--- config.mk ---
export PLATFORM = sky130hd
export DESIGN_NAME = wb_port_arbiter_flat
export DESIGN_NICKNAME = d
export VERILOG_FILES = /design/src/rtl/wb_port_arbiter_if.sv /design/src/rtl/wb_port_arbiter.sv /design/src/flat_wrapper.sv
export SDC_FILE = /design/constraint.sdc
export NUM_CORES = 1
export LEC_CHECK = 0
export CAP_MARGIN = 20
export CORE_AREA = 4 4 131 133
export CTS_BUF_LIST = sky130_fd_sc_hd__clkbuf_4 sky130_fd_sc_hd__clkbuf_8
export CTS_CLUSTER_DIAMETER = 40
export CTS_CLUSTER_SIZE = 14
export DETAILED_ROUTE_END_ITERATION = 16
export DIE_AREA = 0 0 135 137
export HOLD_SLACK_MARGIN = 0.15
export PLACE_DENSITY = 0.87
export SETUP_SLACK_MARGIN = 0.1
export SLEW_MARGIN = 20
export SYNTH_ARGS = -nofsm -noshare
export SYNTH_HDL_FRONTEND = slang
export SYNTH_SLANG_ARGS = --single-unit
--- constraint.sdc ---
create_clock -name clk -period 4.4 [get_ports clk]
set_input_delay 0.88 -clock clk [delete_from_list [all_inputs] [get_ports clk]]
set_output_delay 0.88 -clock clk [all_outputs]
set_load 0.01 [all_outputs]
--- src/rtl/wb_port_arbiter_if.sv ---
// Bundle between the execute/memory stages and the register-file write port.
// The arbiter uses the master view; the upstream stages use the slave view.
interface wb_port_arbiter_if #(
    parameter int ADDRESS_WIDTH = 5,
    parameter int DATA_WIDTH    = 32,
    parameter int FIFO_DEPTH    = 4
);
    localparam int COUNT_WIDTH = $clog2(FIFO_DEPTH) + 1;
    localparam int NUM_REGS    = 2 ** ADDRESS_WIDTH;

    logic                     alu_valid;
    logic [ADDRESS_WIDTH-1:0] alu_rd;
    logic [DATA_WIDTH-1:0]    alu_data;

    logic                     ld_valid;
    logic                     ld_ready;
    logic [ADDRESS_WIDTH-1:0] ld_rd;
    logic [DATA_WIDTH-1:0]    ld_data;

    logic                     issue_valid;
    logic [ADDRESS_WIDTH-1:0] issue_rd;

    logic [ADDRESS_WIDTH-1:0] ad3;
    logic                     we3;
    logic [DATA_WIDTH-1:0]    wd3;
    logic [NUM_REGS-1:0]      pending;
    logic [COUNT_WIDTH-1:0]   fifo_count;

    modport master (
        input  alu_valid, alu_rd, alu_data,
        input  ld_valid, ld_rd, ld_data,
        input  issue_valid, issue_rd,
        output ld_ready,
        output ad3, we3, wd3,
        output pending, fifo_count
    );

    modport slave (
        output alu_valid, alu_rd, alu_data,
        output ld_valid, ld_rd, ld_data,
        output issue_valid, issue_rd,
        input  ld_ready,
        input  ad3, we3, wd3,
        input  pending, fifo_count
    );
endinterface

--- src/rtl/wb_port_arbiter.sv ---
// Single register-file write port shared by ALU results (priority) and buffered
// load results, plus a pending-load scoreboard for RAW stalls in decode.
module wb_port_arbiter #(
    parameter int ADDRESS_WIDTH = 5,
    parameter int DATA_WIDTH    = 32,
    parameter int FIFO_DEPTH    = 4
) (
    input  logic              clk,
    input  logic              rst,
    wb_port_arbiter_if.master bus
);
    localparam int PTR_WIDTH   = (FIFO_DEPTH > 1) ? $clog2(FIFO_DEPTH) : 1;
    localparam int COUNT_WIDTH = $clog2(FIFO_DEPTH) + 1;
    localparam int NUM_REGS    = 2 ** ADDRESS_WIDTH;
    localparam logic [COUNT_WIDTH-1:0] DEPTH_COUNT = COUNT_WIDTH'(FIFO_DEPTH);

    logic [ADDRESS_WIDTH-1:0] fifo_rd   [FIFO_DEPTH];
    logic [DATA_WIDTH-1:0]    fifo_data [FIFO_DEPTH];
    logic [PTR_WIDTH-1:0]     wr_ptr;
    logic [PTR_WIDTH-1:0]     rd_ptr;
    logic [COUNT_WIDTH-1:0]   count;

    logic [ADDRESS_WIDTH-1:0] ad3_q;
    logic                     we3_q;
    logic [DATA_WIDTH-1:0]    wd3_q;
    logic [NUM_REGS-1:0]      pending_q;
    logic [NUM_REGS-1:0]      pending_next;

    logic                     fifo_full;
    logic                     fifo_empty;
    logic                     ld_fire;
    logic                     push;
    logic                     pop;
    logic                     alu_write;
    logic [ADDRESS_WIDTH-1:0] head_rd;
    logic [DATA_WIDTH-1:0]    head_data;

    // Full/empty come from the count alone; pointers just wrap.
    assign fifo_full  = (count == DEPTH_COUNT);
    assign fifo_empty = (count == '0);
    assign ld_fire    = bus.ld_valid && !fifo_full;
    assign push       = ld_fire && (bus.ld_rd != '0);
    assign alu_write  = bus.alu_valid && (bus.alu_rd != '0);
    assign pop        = !bus.alu_valid && !fifo_empty;
    assign head_rd    = fifo_rd[rd_ptr];
    assign head_data  = fifo_data[rd_ptr];

    assign bus.ld_ready   = !fifo_full;
    assign bus.ad3        = ad3_q;
    assign bus.we3        = we3_q;
    assign bus.wd3        = wd3_q;
    assign bus.pending    = pending_q;
    assign bus.fifo_count = count;

    // A new issue to the same register overrides the clear from a retiring load.
    always_comb begin
        pending_next = pending_q;
        if (pop) begin
            pending_next[head_rd] = 1'b0;
        end
        if (bus.issue_valid) begin
            pending_next[bus.issue_rd] = 1'b1;
        end
        pending_next[0] = 1'b0;
    end

    always_ff @(posedge clk) begin
        if (push) begin
            fifo_rd[wr_ptr]   <= bus.ld_rd;
            fifo_data[wr_ptr] <= bus.ld_data;
        end
    end

    always_ff @(posedge clk) begin
        if (rst) begin
            wr_ptr    <= '0;
            rd_ptr    <= '0;
            count     <= '0;
            we3_q     <= 1'b0;
            ad3_q     <= '0;
            wd3_q     <= '0;
            pending_q <= '0;
        end else begin
            if (push) begin
                wr_ptr <= wr_ptr + PTR_WIDTH'(1);
            end
            if (pop) begin
                rd_ptr <= rd_ptr + PTR_WIDTH'(1);
            end
            if (push && !pop) begin
                count <= count + COUNT_WIDTH'(1);
            end else if (!push && pop) begin
                count <= count - COUNT_WIDTH'(1);
            end

            // ALU owns the port whenever alu_valid is high, even for rd==0.
            we3_q <= alu_write || pop;
            if (alu_write) begin
                ad3_q <= bus.alu_rd;
                wd3_q <= bus.alu_data;
            end else if (pop) begin
                ad3_q <= head_rd;
                wd3_q <= head_data;
            end
            pending_q <= pending_next;
        end
    end
endmodule

--- src/flat_wrapper.sv ---
// flat-port wrapper written by rule: the top's interface ports become plain ports
module wb_port_arbiter_flat 
#(
    parameter int ADDRESS_WIDTH = 5,
    parameter int DATA_WIDTH    = 32,
    parameter int FIFO_DEPTH    = 4
)
  (clk, rst, bus_alu_valid, bus_alu_rd, bus_alu_data, bus_ld_valid, bus_ld_rd, bus_ld_data, bus_issue_valid, bus_issue_rd, bus_ld_ready, bus_ad3, bus_we3, bus_wd3, bus_pending, bus_fifo_count);
  wb_port_arbiter_if #(.ADDRESS_WIDTH(ADDRESS_WIDTH), .DATA_WIDTH(DATA_WIDTH), .FIFO_DEPTH(FIFO_DEPTH)) bus_i ();
  input  logic clk;
  input  logic rst;
  input wire logic [$bits(bus_i.alu_valid)-1:0] bus_alu_valid;
  input wire logic [$bits(bus_i.alu_rd)-1:0] bus_alu_rd;
  input wire logic [$bits(bus_i.alu_data)-1:0] bus_alu_data;
  input wire logic [$bits(bus_i.ld_valid)-1:0] bus_ld_valid;
  input wire logic [$bits(bus_i.ld_rd)-1:0] bus_ld_rd;
  input wire logic [$bits(bus_i.ld_data)-1:0] bus_ld_data;
  input wire logic [$bits(bus_i.issue_valid)-1:0] bus_issue_valid;
  input wire logic [$bits(bus_i.issue_rd)-1:0] bus_issue_rd;
  output wire logic [$bits(bus_i.ld_ready)-1:0] bus_ld_ready;
  output wire logic [$bits(bus_i.ad3)-1:0] bus_ad3;
  output wire logic [$bits(bus_i.we3)-1:0] bus_we3;
  output wire logic [$bits(bus_i.wd3)-1:0] bus_wd3;
  output wire logic [$bits(bus_i.pending)-1:0] bus_pending;
  output wire logic [$bits(bus_i.fifo_count)-1:0] bus_fifo_count;
  assign bus_i.alu_valid = bus_alu_valid;
  assign bus_i.alu_rd = bus_alu_rd;
  assign bus_i.alu_data = bus_alu_data;
  assign bus_i.ld_valid = bus_ld_valid;
  assign bus_i.ld_rd = bus_ld_rd;
  assign bus_i.ld_data = bus_ld_data;
  assign bus_i.issue_valid = bus_issue_valid;
  assign bus_i.issue_rd = bus_issue_rd;
  assign bus_ld_ready = bus_i.ld_ready;
  assign bus_ad3 = bus_i.ad3;
  assign bus_we3 = bus_i.we3;
  assign bus_wd3 = bus_i.wd3;
  assign bus_pending = bus_i.pending;
  assign bus_fifo_count = bus_i.fifo_count;
  wb_port_arbiter #(.ADDRESS_WIDTH(ADDRESS_WIDTH), .DATA_WIDTH(DATA_WIDTH), .FIFO_DEPTH(FIFO_DEPTH)) u_core (.clk(clk), .rst(rst), .bus(bus_i));
endmodule
==> results of run 1 <==
[worst max-delay path: stages]
cell,delay [ns]
clkdlybuf4s50_1,0.50
or4_1,0.55
o211a_1,0.32
ha_1,0.26
inv_1,0.09
fa_1,0.42
mux2i_1,0.17
nor2_1,0.07
[state kept, by name, summed over array words and instances (netlist names), named ones only]
name and flops:
u_core.fifo_rd 20, u_core.bus.pending 31, u_core.bus.fifo_count 3, u_core.bus.ad3 5, u_core.rd_ptr 2, u_core.bus.wd3 32, u_core.wr_ptr 2, u_core.bus.we3 1
u_core.fifo_data 128
[power groups by stage]
| stage | clock [uW] | sequential, uW | combinational [uW] |
|---|---|---|---|
| finish | 1530 | 2650 | 1250 |
| global route | 1640 | 2680 | 1350 |
| CTS | 1550 | 2650 | 1260 |
| detailed placement | 0 | 2700 | 1240 |
| global placement | 0 | 2680 | 1200 |
| floorplan | 0 | 2650 | 796 |
[metrics by stage]
stage	utilization [%]	cell area [um2]	worst slack (ns)	hold slack (ns)	std cells
final	69.1	10900	1.53	0.482	992
after global routing	69.1	10900	1.34	0.507	992
after CTS	69.1	10900	1.53	0.483	992
after detailed placement	65.6	10400	0.986	0.469	948
after global placement	65.6	10400	1.16	0.461	948
after floorplan	-	8660	1.64	0.490	610
[worst max path at each step]
stage	from	to	slack, ns	depth (start not counted)
2_1_floorplan	bus_ld_rd[0]	u_core.bus.fifo_count[2]	1.64	9
3_3_place_gp	bus_ld_rd[0]	u_core.bus.fifo_count[2]	1.16	9
3_5_place_dp	bus_ld_rd[3]	u_core.bus.fifo_count[1]	0.99	8
4_1_cts	u_core.bus.fifo_count[0]	bus_ld_ready	1.53	2
5_1_grt	bus_ld_rd[3]	u_core.bus.fifo_count[2]	1.34	9
6_report	bus_ld_rd[3]	u_core.bus.fifo_count[1]	1.53	8
[layer usage]
metal | up-vias | wire, um
met5 | - | 0
met4 | 0 | 306
met3 | 34 | 2100
met2 | 340 | 10000
met1 | 2807 | 8180
li1 | 2594 | -
[Yosys cell counts (all sizes together), types with 2 or more instances]
library cell	number	area (um2)
mux4	37	833
inv	4	15.0
a21oi	33	165
nor3b	5	37.5
xor2	2	17.5
clkbuf	21	78.8
or4b	2	20.0
a311oi	36	315
or3b	4	35.0
nand3	2	10.0
or3	2	12.5
xnor2	3	26.3
nand2	107	402
nor2	46	173
and3b	3	26.3
buf	18	91.3
edfxtp	148	4440
ha	5	62.6
dfxtp	78	1560
nand3b	3	22.5
o21ai	33	165
and3	2	12.5
mux2i	2	20.0
nor3	2	10.0
and2	4	25.0
or4	3	22.5
[cell type report]
| class | count | area (um2) | area share [%] |
|---|---|---|---|
| flip-flops and latches | 226 | 6010 | 54.9 |
| multi-input cells | 341 | 2490 | 22.8 |
| repair buffers | 161 | 1590 | 14.6 |
| clock buffers | 31 | 383 | 3.50 |
| well taps | 216 | 270 | 2.47 |
| clock inverters | 13 | 176 | 1.61 |
| inverters | 4 | 15.0 | 0.137 |
[cell families after synthesis]
family / Yosys count / synth area share (%)
other cells: 1 / 0.0433
mux: 39 / 9.86
buf+inv: 43 / 2.14
simple gates: 186 / 9.47
fa+ha+maj: 6 / 0.954
flops: 226 / 69.4
xor+xnor: 5 / 0.506
compound gates: 104 / 7.65
==> out/metrics.yaml, run 1 <==
die:
  fp.dieW_um: 135
  core-area_mm2: 0.0158
  start_util_pct: 54.7
  chipHeight_um: 137
  io_pins: 158
  die_area_mm2: 0.0185
  rows: 46
clock_tree:
  clock_path_buffers: 3
  cts-root-buf: "clkbuf_8"
  clkTransAtPathRegs_ns: 0.09
  worst_skew_pair.late_latency_ns: 0.53
  hold_buffers: 0
  htreeDepth: 1
  cts_tree: "yes"
  postCtsSetupBuffers: 0
  cts_sinks: 226
  cts_resized: 0
  cts_buffers: 24
worst_setup_path:
  crit_fanout: 7
  critPathKind: "in -> reg"
  reg2reg_slack_ns: 1.73
  timing.rr.end: "u_core.bus.pending[4]"
  crit_required_ns: 4.78
  start_kind: "input pin"
  reg2reg_depth: 4
  critPathCaptureType: "flip-flop"
  worstPathArrival_ns: 3.25
job:
  cap_violations: 0
yosys:
  syn-cell-area_mm2: 0.00866
  ys_seq_elements: 226
  syn_inst: 610
  synth.yosys.seq_area_share_pct: 69.4
  synth_cell_types: 35
  synthFlopType: "edfxtp_1"
  synth.avg_cell_area_um2: 14.2
  synth-edff-count: 148
  synth-async-reset-ratio_pct: 0
  syn-num-nets: 700
  yosys_warnings: 0
route:
  wire_per_inst_um: 20.8
  antenna_left: 0
  first_pass_iters: 5
  drcViolationCount: 0
  viasPerCell: 5.82
  vias: 5775
  drt_iter0_drc: 536
  routed_wl_um: 20600
global_route:
  use_met2_pct: 37.4
  grt_remaining_overflow: 0
  grt_pass1_wl_um: 32400
  grt_pass1_vias: 5948
  grt_util_all_layers_pct: 22.3
  grt_antenna_before_repair: 0
  grt_max_degree: 75
  globalRouteMet3Util_pct: 5.33
  grt_util_met1_pct: 30.1
  grt_busiest_layer: "met2"
timing:
  worst_pin_slew_ns: 1.05
  setup_tns_ns: 0
  setup_viol: 0
  min_period_ns: 2.87
  hold_viol: 0
  fin_crit_sh_pct: 65.3
  slew_viol_final: 0
  maxSlewHeadroom_pct: 29.6
  clock.fmax_mhz: 348
  clock_skew_ns: 0.0141
  rsz0062_at_grt: "no"
place:
  hpwl_um: 13200
  portBuffers: 156
  place.gp.congestion: 0.858
pwr:
  p_total_uw: 5430
  pwr-share-clk_pct: 28.2
  p_int_uw: 3870
  peakVddDrop_v: 0.000339
  seq_power_share_pct: 48.8
  p_leak_uw: 0.00357
  power_switching_uw: 1550
  p_comb_share_pct: 23.0
  power.density_mw_per_mm2: 496
  swShare_pct: 28.6
final_layout:
  fill_cells: 1010
  area_delta_synth_final_pct: 26.3
  diodes: 0
  nNetsFinal: 848
  layout_common_cells: "clkdlybuf4s50_1, edfxtp_1, nand2_1"
  mostFrequentLayoutCell: "clkdlybuf4s50_1"
  drive_above_1_share_pct: 12.6
worst_hold_path:
  holdPathEnd: "u_core.bus.pending[28]"
  holdPathStages: 2
  min_path_type: "reg -> reg"
  hp-start: "u_core.bus.pending[28]"
outcome:
  outcome: "finished, final reports clean"
Power figures use the tool's default switching activity.
==> inputs of run 2 (changes only) <==
CORE_AREA = 4 4 132 134   (was 4 4 131 133)
DIE_AREA = 0 0 136 138   (was 0 0 135 137)
PLACE_DENSITY = 0.86   (was 0.87)
clock period = 2.9 ns   (was 4.4 ns; I/O delays follow)
==> run 2 against run 1 <==
Against the previous run:
- clock skew fell by 0.00056 ns
- core utilization fell by 0.68 points
- clock power increased by 50%
- non-clock buffer count up 18
- worst setup slack worse by 1.2 ns
- hold slack gained 0.0017 ns
- register-to-register slack lost 1.2 ns
- total power up 52%
- sequential power grew 50%
- die area up 1.5%
- global-route usage decreased by 1.4 points
- routed wire length down 3.3%
==> out/metrics.yaml, run 2 (synthesis results as in run 1) <==
route:
  drcViolationCount: 0  # unchanged
  viasPerCell: 5.74  # -1.4%
  wl_met2_um: 9760  # -2.6%
  vias: 5822  # +0.81%
  wire_per_inst_um: 19.7  # -5.4%
  drt_iter0_drc: 371  # -31%
  wl_met1_um: 7500  # -8.3%
  antenna_left: 0  # unchanged
  first_pass_iters: 5  # unchanged
  wl_met3_um: 2120  # +1.0%
  route.top_layer_used: "met4"
  routed_wl_um: 19900  # -3.3%
final_layout:
  fill_cells: 1055  # +4.5%
  mostFrequentLayoutCell: "clkdlybuf4s50_1"
  area_delta_synth_final_pct: 28.7
  layout_common_cells: "clkdlybuf4s50_1, edfxtp_1, nand2_1"
  largest_reg_flops: 128  # unchanged
  drive_above_1_share_pct: 14.6  # +2.0 points
  diodes: 0  # unchanged
  regMostFlops: "u_core.fifo_data"
  nNetsFinal: 866  # +2.1%
global_route:
  grt_max_degree: 75  # unchanged
  grt_remaining_overflow: 0  # unchanged
  grt_pass1_vias: 6070  # +2.1%
  grt_util_all_layers_pct: 21.0  # -1.4 points
  grt_antenna_before_repair: 0  # unchanged
  grt_pass1_wl_um: 31300  # -3.2%
timing:
  maxSlewHeadroom_pct: 38.0  # +8.5 points
  fin_crit_sh_pct: 88.0
  hold_viol: 0  # unchanged
  min_period_ns: 2.55
  clock.fmax_mhz: 392
  setup_tns_ns: 0  # unchanged
  worst_pin_slew_ns: 0.928  # -0.127 ns
  clock_skew_ns: 0.0135  # -0.000564 ns
  rsz0062_at_grt: "no"
  slew_viol_final: 0  # unchanged
  setup_viol: 0  # unchanged
worst_setup_path:
  crit_fanout: 5  # -2
  critPathLaunch: "u_core.bus.fifo_count[0]"
  critPathKind: "reg -> out"
  timing.rr.end: "u_core.bus.pending[6]"
  crit_required_ns: 2.32  # -2.46 ns
  reg2reg_slack_ns: 0.52  # -1.21 ns
  worstPathArrival_ns: 1.97  # -1.28 ns
  reg2reg_depth: 4  # unchanged
  critPathCaptureType: "output pin"
  critPathCapture: "bus_ld_ready"
  start_kind: "flip-flop"
place:
  place.gp.congestion: 0.933  # +8.7%
  hpwl_um: 13600  # +2.8%
  portBuffers: 156  # unchanged
die:
  die_area_mm2: 0.0188  # +1.5%
  core-area_mm2: 0.0163  # +2.9%
  start_util_pct: 53.1  # -1.6 points
  chipHeight_um: 138  # +0.73%
  io_pins: 158  # unchanged
  rows: 47  # +2.2%
  fp.dieW_um: 136  # +0.74%
clock_tree:
  cts-root-buf: "clkbuf_8"
  clkTransAtPathRegs_ns: 0.08  # about the same
  cts_tree: "yes"
  worst_skew_pair.late_latency_ns: 0.53  # about the same
  htreeDepth: 1  # unchanged
  cts_resized: 0  # unchanged
  hold_buffers: 0  # unchanged
  postCtsSetupBuffers: 0  # unchanged
  clock_path_buffers: 3  # unchanged
  cts_buffers: 24  # unchanged
  cts_sinks: 226  # unchanged
pwr:
  power.density_mw_per_mm2: 741  # +49%
  peakVddDrop_v: 0.000420  # +24%
  p_leak_uw: 0.00368  # +3.1%
  p_total_uw: 8260  # +52%
job:
  cap_violations: 0  # unchanged
worst_hold_path:
  min_path_type: "reg -> reg"
outcome:
  outcome: "finished, final reports clean"
==> run 2: cell type report <==
| cell class | instances | area, um2 | area share (%) |
|---|---|---|---|
| clock inverter | 13 | 163 | 1.46 |
| timing repair buffer | 179 | 1800 | 16.2 |
| multi-input combinational | 341 | 2490 | 22.3 |
| sequential | 226 | 6010 | 53.9 |
| inverter | 4 | 15.0 | 0.135 |
| tap | 220 | 275 | 2.47 |
| clock buffer | 31 | 389 | 3.49 |
==> run 2: power by group <==
group          internal, uW  total (uW)  leakage (uW)  switching [uW]
logic                   963        1980       0.00140            1010
registers              3800        3980       0.00200             182
clock network          1180        2300      0.000281            1120
total                  5940        8260       0.00368            2320
==> run 2: worst min-delay path by stage <==
stage | slack [ns] | from | end | cells past startpoint
floorplan | 0.49 | u_core.rd_ptr[1] | flip-flop | 2
global placement | 0.46 | u_core.bus.pending[28] | u_core.bus.pending[28] | 2
detailed placement | 0.47 | u_core.bus.pending[15] | u_core.bus.pending[15] | 2
CTS | 0.47 | rst | flip-flop | 2
global route | 0.50 | rst | u_core.bus.fifo_count[0] | 2
finish | 0.48 | u_core.bus.pending[15] | u_core.bus.pending[15] | 2
==> run 2: routing by layer <==
layer	global-route usage, %	vias to the layer above
met1	26.4	2826
li1	-	2629
met5	0	-
met2	35.0	314
met3	5.63	53
met4	7.32	0
==> run 2: stage by stage <==
stage / setup WS, ns / hold slack (ns) / area, um2 / std cells / utilization [%]
floorplan: 0.399 / 0.490 / 8660 / 610 / -
global placement: 0.0959 / 0.461 / 10600 / 970 / 65.0
detailed placement: 0.00848 / 0.469 / 10600 / 970 / 65.0
CTS: 0.323 / 0.471 / 11100 / 1014 / 68.4
global route: 0.268 / 0.500 / 11100 / 1014 / 68.4
finish: 0.348 / 0.484 / 11100 / 1014 / 68.4
==> run 2: worst max-delay path, stage by stage, from the launching register on <==
cell,delay (ns)
dfxtp_1,0.37
or3b_2,0.53
clkdlybuf4s50_1,0.55
==> inputs of run 3 (changes only) <==
CAP_MARGIN = default   (was 20)
==> results of run 3 <==
No change in the layout: final DEF, timing and power equal those of run 2.
==> variant 1 (settings of run 3) <==
`pending_q` no longer has a reset.
--- a/src/rtl/wb_port_arbiter.sv
+++ b/src/rtl/wb_port_arbiter.sv
@@ -79,7 +79,6 @@
             we3_q     <= 1'b0;
             ad3_q     <= '0;
             wd3_q     <= '0;
-            pending_q <= '0;
         end else begin
             if (push) begin
                 wr_ptr <= wr_ptr + PTR_WIDTH'(1);
@@ -102,8 +101,11 @@
                 ad3_q <= head_rd;
                 wd3_q <= head_data;
             end
-            pending_q <= pending_next;
         end
+    end
+
+    always_ff @(posedge clk) begin
+        pending_q <= pending_next;
     end
 endmodule
 
Check against the original RTL: not equivalent (a bounded check fails within 4 cycles, from zero or initial values and one cycle with rst high).
==> variant 1 against run 3 <==
- total power increased by 14%
- die area unchanged
- clock skew is 0.0019 ns higher
- worst setup slack improved by 0.099 ns
- final cell count unchanged
- sequential cell count did not move
- routed wire length up 0.24%
- final area fell by 0.61%
- area after synthesis fell by 0.30%
- critical path type unchanged
- largest cell class unchanged
- largest power group unchanged
==> variant 1: results (changes against run 3) <==
Clock tree
The clock buffer count from CTS came to 25 (+4.2%). The total setup buffers inserted after CTS came to 0 (unchanged). The source-to-sink clock delay at the later pin of the worst-skew pair is approximately 0.52 ns. The clock transition at the registers of the reported paths is 0.08 ns (about the same).

Min path
For hold timing, the worst endpoint is u_core.bus.pending[13]. In this run the most critical hold path is launched from u_core.bus.pending[13].

Synthesis
Among all flip-flop cells after synthesis, the most frequent one is edfxtp_1. The sequential share of the synthesized area is 69.60% (+0.21 points). By count the netlist is led by edfxtp_1 (148), nand2_1 (137), dfxtp_1 (78). The total nets after synthesis is 698 (-0.29%).

The distinct cell type count after synthesis was 40 (+14%). The cell count after synthesis is 608 (-0.33%). By area the synthesized netlist is led by edfxtp_1 (52%), dfxtp_1 (18%), mux4_2 (9.7%). The synthesis warning total came to 0 (unchanged).

Placed design
The detailed placement HPWL is 13,780 µm (+1.2%). The number of input and output port buffers inserted is 156 (unchanged). The final estimated routing congestion in global placement was 0.9048 (-3.0%).

The cell total after placement came to 969 (-0.10%).

Pwr
The worst ir drop on vdd is 0.0004571 V (+8.9%). The leakage power of the design is 0.003815 µW (+3.6%).

Finish
The share of post-route cells with drive strength above 1 is 14.23% (-0.38 points). The final net count is 866 (unchanged). u_core.fifo_data holds more flip-flops than any other register. The final-layout fill cell count came to 1,049 (-0.57%). The number of non-filler instances in the completed layout is 1,014 (unchanged).

Route
The via count is 5,759 (-1.1%). The starting DRC count in detailed routing was 383 (+3.2%). The total routed wirelength came to 19,970 µm (+0.24%).

Critical path
The capture instance of the worst register-to-register path is u_core.bus.pending[21]. The data arrival time of the worst path is 1.87 ns (-0.10 ns). The largest fanout on the critical path is 5 (unchanged).

GRT
The maximum number of pins on one net before global-route repair came to 47 (-37%). The total global routing track utilization was 21.22% (+0.26 points). The number of global-route vias before repair is 6,091 (+0.35%). The global-route wire length before repair came to 32,000 µm (+2.1%).

Status
The run finished with clean final reports.

STA
The post-route clock skew is 0.01548 ns (+0.001942 ns). The transition at the pin with the smallest max-transition slack is 1.009 ns (+0.08130 ns).
-- variant 1: changes by cell type after synthesis, sizes merged, moves of 2 or more --
cell	run 3	this run
o21a	0	2
buf	18	13
a21oi	33	2
nand2	107	137
-- variant 1: critical path, stage by stage, from the launching register on --
cell,delay (ns)
dfxtp_1,0.37
or3b_2,0.50
clkdlybuf4s50_1,0.49
-- variant 1: metal layers --
layer	routed length, µm	global-route usage, %	up-vias
li1	-	-	2608
met1	7833	27.24	2830
met2	10180	36.90	280
met3	1490	3.488	41
met4	469	6.737	0
met5	0	0	-
-- variant 1: through the flow --
step / area [µm²] / hold WS, ns / setup WS [ns]
6_report: 11080 / 0.4730 / 0.4470
5_1_grt: 11080 / 0.4783 / 0.3890
4_1_cts: 11080 / 0.4711 / 0.4028
3_5_place_dp: 10510 / 0.4541 / 0.03348
3_3_place_gp: 10510 / 0.4464 / 0.1017
2_1_floorplan: 8630 / 0.4836 / 0.2989
-- variant 1: cell type report --
cell class                 count  share of cell area (%)
tap                          220                   2.485
timing repair buffer         176                   15.63
multi-input combinational    343                   22.35
sequential                   226                   54.25
inverter                       4                  0.1356
clock inverter                14                   1.582
clock buffer                  31                   3.570
-- variant 1: power by group --
group	switching, µW	leakage (µW)	internal, µW
logic	1290	0.00151	1390
clock network	1120	0.000296	1210
registers	336	0.00201	4030
total	2750	0.00381	6630
-- variant 1: cell families (layout without fill, tap and decap cells) --
logic type / after synthesis / in the layout / synth area share, %
AOI/OAI and AO/OA: 76 / 76 / 6.191
xor gates and xnor gates: 5 / 5 / 0.5076
adders and majority gates: 6 / 6 / 0.9569
buffers and inverters: 39 / 225 / 1.957
DFF: 226 / 226 / 69.60
muxes: 39 / 39 / 9.888
other: 1 / 1 / 0.04346
and+or+nand+nor: 216 / 216 / 10.86
-- variant 1: worst max path at each step --
stage	end	startpoint
floorplan	u_core.bus.fifo_count[2]	bus_alu_valid
global placement	u_core.bus.fifo_count[2]	bus_ld_rd[0]
detailed placement	u_core.bus.fifo_count[1]	bus_ld_rd[3]
CTS	bus_ld_ready	u_core.bus.fifo_count[0]
global route	u_core.bus.pending[1]	flip-flop
finish	bus_ld_ready	u_core.bus.fifo_count[0]
==> variant 2 (settings of run 3) <==
Without the edit above. `ADDRESS_WIDTH` is set to 5 in 3 places; all go to 4.
--- a/src/rtl/wb_port_arbiter_if.sv
+++ b/src/rtl/wb_port_arbiter_if.sv
@@ -1,7 +1,7 @@
 // Bundle between the execute/memory stages and the register-file write port.
 // The arbiter uses the master view; the upstream stages use the slave view.
 interface wb_port_arbiter_if #(
-    parameter int ADDRESS_WIDTH = 5,
+    parameter int ADDRESS_WIDTH = 4,
     parameter int DATA_WIDTH    = 32,
     parameter int FIFO_DEPTH    = 4
 );
--- a/src/rtl/wb_port_arbiter.sv
+++ b/src/rtl/wb_port_arbiter.sv
@@ -1,7 +1,7 @@
 // Single register-file write port shared by ALU results (priority) and buffered
 // load results, plus a pending-load scoreboard for RAW stalls in decode.
 module wb_port_arbiter #(
-    parameter int ADDRESS_WIDTH = 5,
+    parameter int ADDRESS_WIDTH = 4,
     parameter int DATA_WIDTH    = 32,
     parameter int FIFO_DEPTH    = 4
 ) (
--- a/src/flat_wrapper.sv
+++ b/src/flat_wrapper.sv
@@ -1,7 +1,7 @@
 // flat-port wrapper written by rule: the top's interface ports become plain ports
 module wb_port_arbiter_flat 
 #(
-    parameter int ADDRESS_WIDTH = 5,
+    parameter int ADDRESS_WIDTH = 4,
     parameter int DATA_WIDTH    = 32,
     parameter int FIFO_DEPTH    = 4
 )
Interface: changed (5 resized); port bits go from 158 to 138. The function was not compared with the original's and may differ.
==> variant 2 against run 3 <==
- die area unchanged
- critical path depth up 1
- critical path type unchanged
- count of clock-buffer cells in the layout down 3
- via count down 8.0%
- synthesized cell count down 11%
- total power down 4.9%
- final area down 7.6%
- worst setup slack worse by 0.0042 ns
- routed wire length down 4.8%
- sequential power down 10%
- sequential cell count down 21
- non-clock buffer count down 34
- area after synthesis down 5.8%
==> variant 2: results (changes against run 3) <==
Placed design
The final estimated routing congestion in global placement was 0.8667 (-7.1%). The worst slack after detailed placement was 0.05888 ns (+0.05039 ns). The cell area after placement is 9661 µm² (-8.8%). The detailed placement HPWL is 11,870 µm (-13%). The cell total after placement is 859 (-11%). The number of input and output port buffers inserted is 136 (-13%).

Synthesis
The sequential share of the synthesized area came to 67.99% (-1.4 points). The number of flops mapped to enable cells by yosys is 144 (-2.7%). The cell count after synthesis is 541 (-11%). The distinct cell type count after synthesis is 40 (+14%). The commonest cells after synthesis are edfxtp_1 (144), dfxtp_1 (61), a311oi_1 (49). The synthesis warning total is 0 (unchanged). The total nets after synthesis is 628 (-10%). After synthesis, the cell types taking the most area are edfxtp_1 (53%), dfxtp_1 (15%), mux4_2 (9.9%).

Min path
The cell depth of the worst hold path is 4 (+2). The source of the worst hold timing path is bus_alu_valid. The worst min-delay path class is in -> reg.

Finish
The final-layout fill cell count is 1,154 (+9.4%). The number of non-filler instances in the completed layout is 906 (-11%). The area of all placed cells without fillers is 10,300 µm² (-7.6%). The share of post-route cells with drive strength above 1 is 15.91% (+1.3 points).

Route
The starting DRC count in detailed routing came to 411 (+11%). The via-per-instance ratio is 5.911 (+2.9%). The length of the first detailed-routing pass in iterations is 6 (+1).

The total routed wirelength is 18,980 µm (-4.8%).

GRT
The number of global-route vias before repair came to 5,580 (-8.1%). The maximum number of pins on one net before global-route repair was 72 (-4.0%). The met2 layer usage reported by global route is 33.66% (-1.4 points).

The initial antenna violation count was 1 (+1). The global-route wire length before repair is 29,820 µm (-4.8%). The global-route track usage on met1 is 25.47% (-0.97 points).

The met3 routing resource usage after global routing is 4.833% (-0.80 points). The total global routing track utilization is 19.97% (-0.99 points).

Critical path
The largest stage delay on the critical path is 0.51 ns (-0.04 ns). The count of cells along the worst register-to-register path is 8 (+4). The cell type of the slowest stage on the worst timing path is clkdlybuf4s50_1. The largest fanout on the critical path came to 7 (+2). The launch point of the critical path is u_core.bus.fifo_count[2].

Clock tree
The clock buffer count from CTS is 25 (+4.2%).

STA
The post-route clock skew is 0.01357 ns (+0.00003940 ns). The remaining max-slew budget at the tightest pin is 34.49% (-3.5 points).

Pwr
The leakage power of the design is 0.003311 µW (-10%). The worst ir drop on vdd is 0.0003297 V (-21%).

Status
The run finished with clean final reports.
==> variant 2: power breakdown <==
| part | switching, µW | leakage (µW) | total (µW) | internal (µW) |
|---|---|---|---|---|
| Combinational | 967 | 0.00117 | 1780 | 810 |
| Clock | 1140 | 0.000317 | 2490 | 1350 |
| Sequential | 147 | 0.00182 | 3580 | 3440 |
==> variant 2: final cells by class <==
| class | instances | share of cell area [%] |
|---|---|---|
| clock buffers | 28 | 3.561 |
| inverters | 6 | 0.2187 |
| repair buffers | 145 | 13.90 |
| flip-flops and latches | 205 | 53.88 |
| multi-input cells | 283 | 23.20 |
| clock inverters | 18 | 2.540 |
| diodes | 1 | 0.02430 |
| well taps | 220 | 2.673 |
==> variant 2: metal layers <==
layer  routed length [µm]  part of all wire [%]
met3                 1668                   8.8
met1                 7245                    38
met5                    0                     0
met2                 9727                    51
met4                  333                   1.8
==> variant 2: what timing repair did <==
action / CTS / global route
hold buffers: 0 / 0
gates resized for setup: 0 / 1
setup endpoints to repair: 0 / 1
setup buffers: 0 / 0
==> variant 2: logic make-up (layout without fill, tap and decap cells) <==
logic type | count (synthesis) | in the layout | share of synthesized area, %
xor gates and xnor gates | 2 | 2 | 0.2148
and+or+nand+nor | 118 | 118 | 7.624
muxes | 37 | 37 | 10.06
AOI/OAI and AO/OA | 119 | 119 | 10.19
DFF | 205 | 205 | 67.99
other | 1 | 2 | 0.04598
adders and majority gates | 6 | 6 | 1.012
buffers and inverters | 53 | 197 | 2.869
==> variant 2: path summary, 6_finish.rpt <==
path / end / slack, ns
worst min-delay path: u_core.bus.we3 / 0.39
worst min register to register: u_core.bus.wd3[25] / 0.51
worst max-delay path: bus_ld_ready / 0.34
worst max register to register: u_core.bus.fifo_count[2] / 0.54
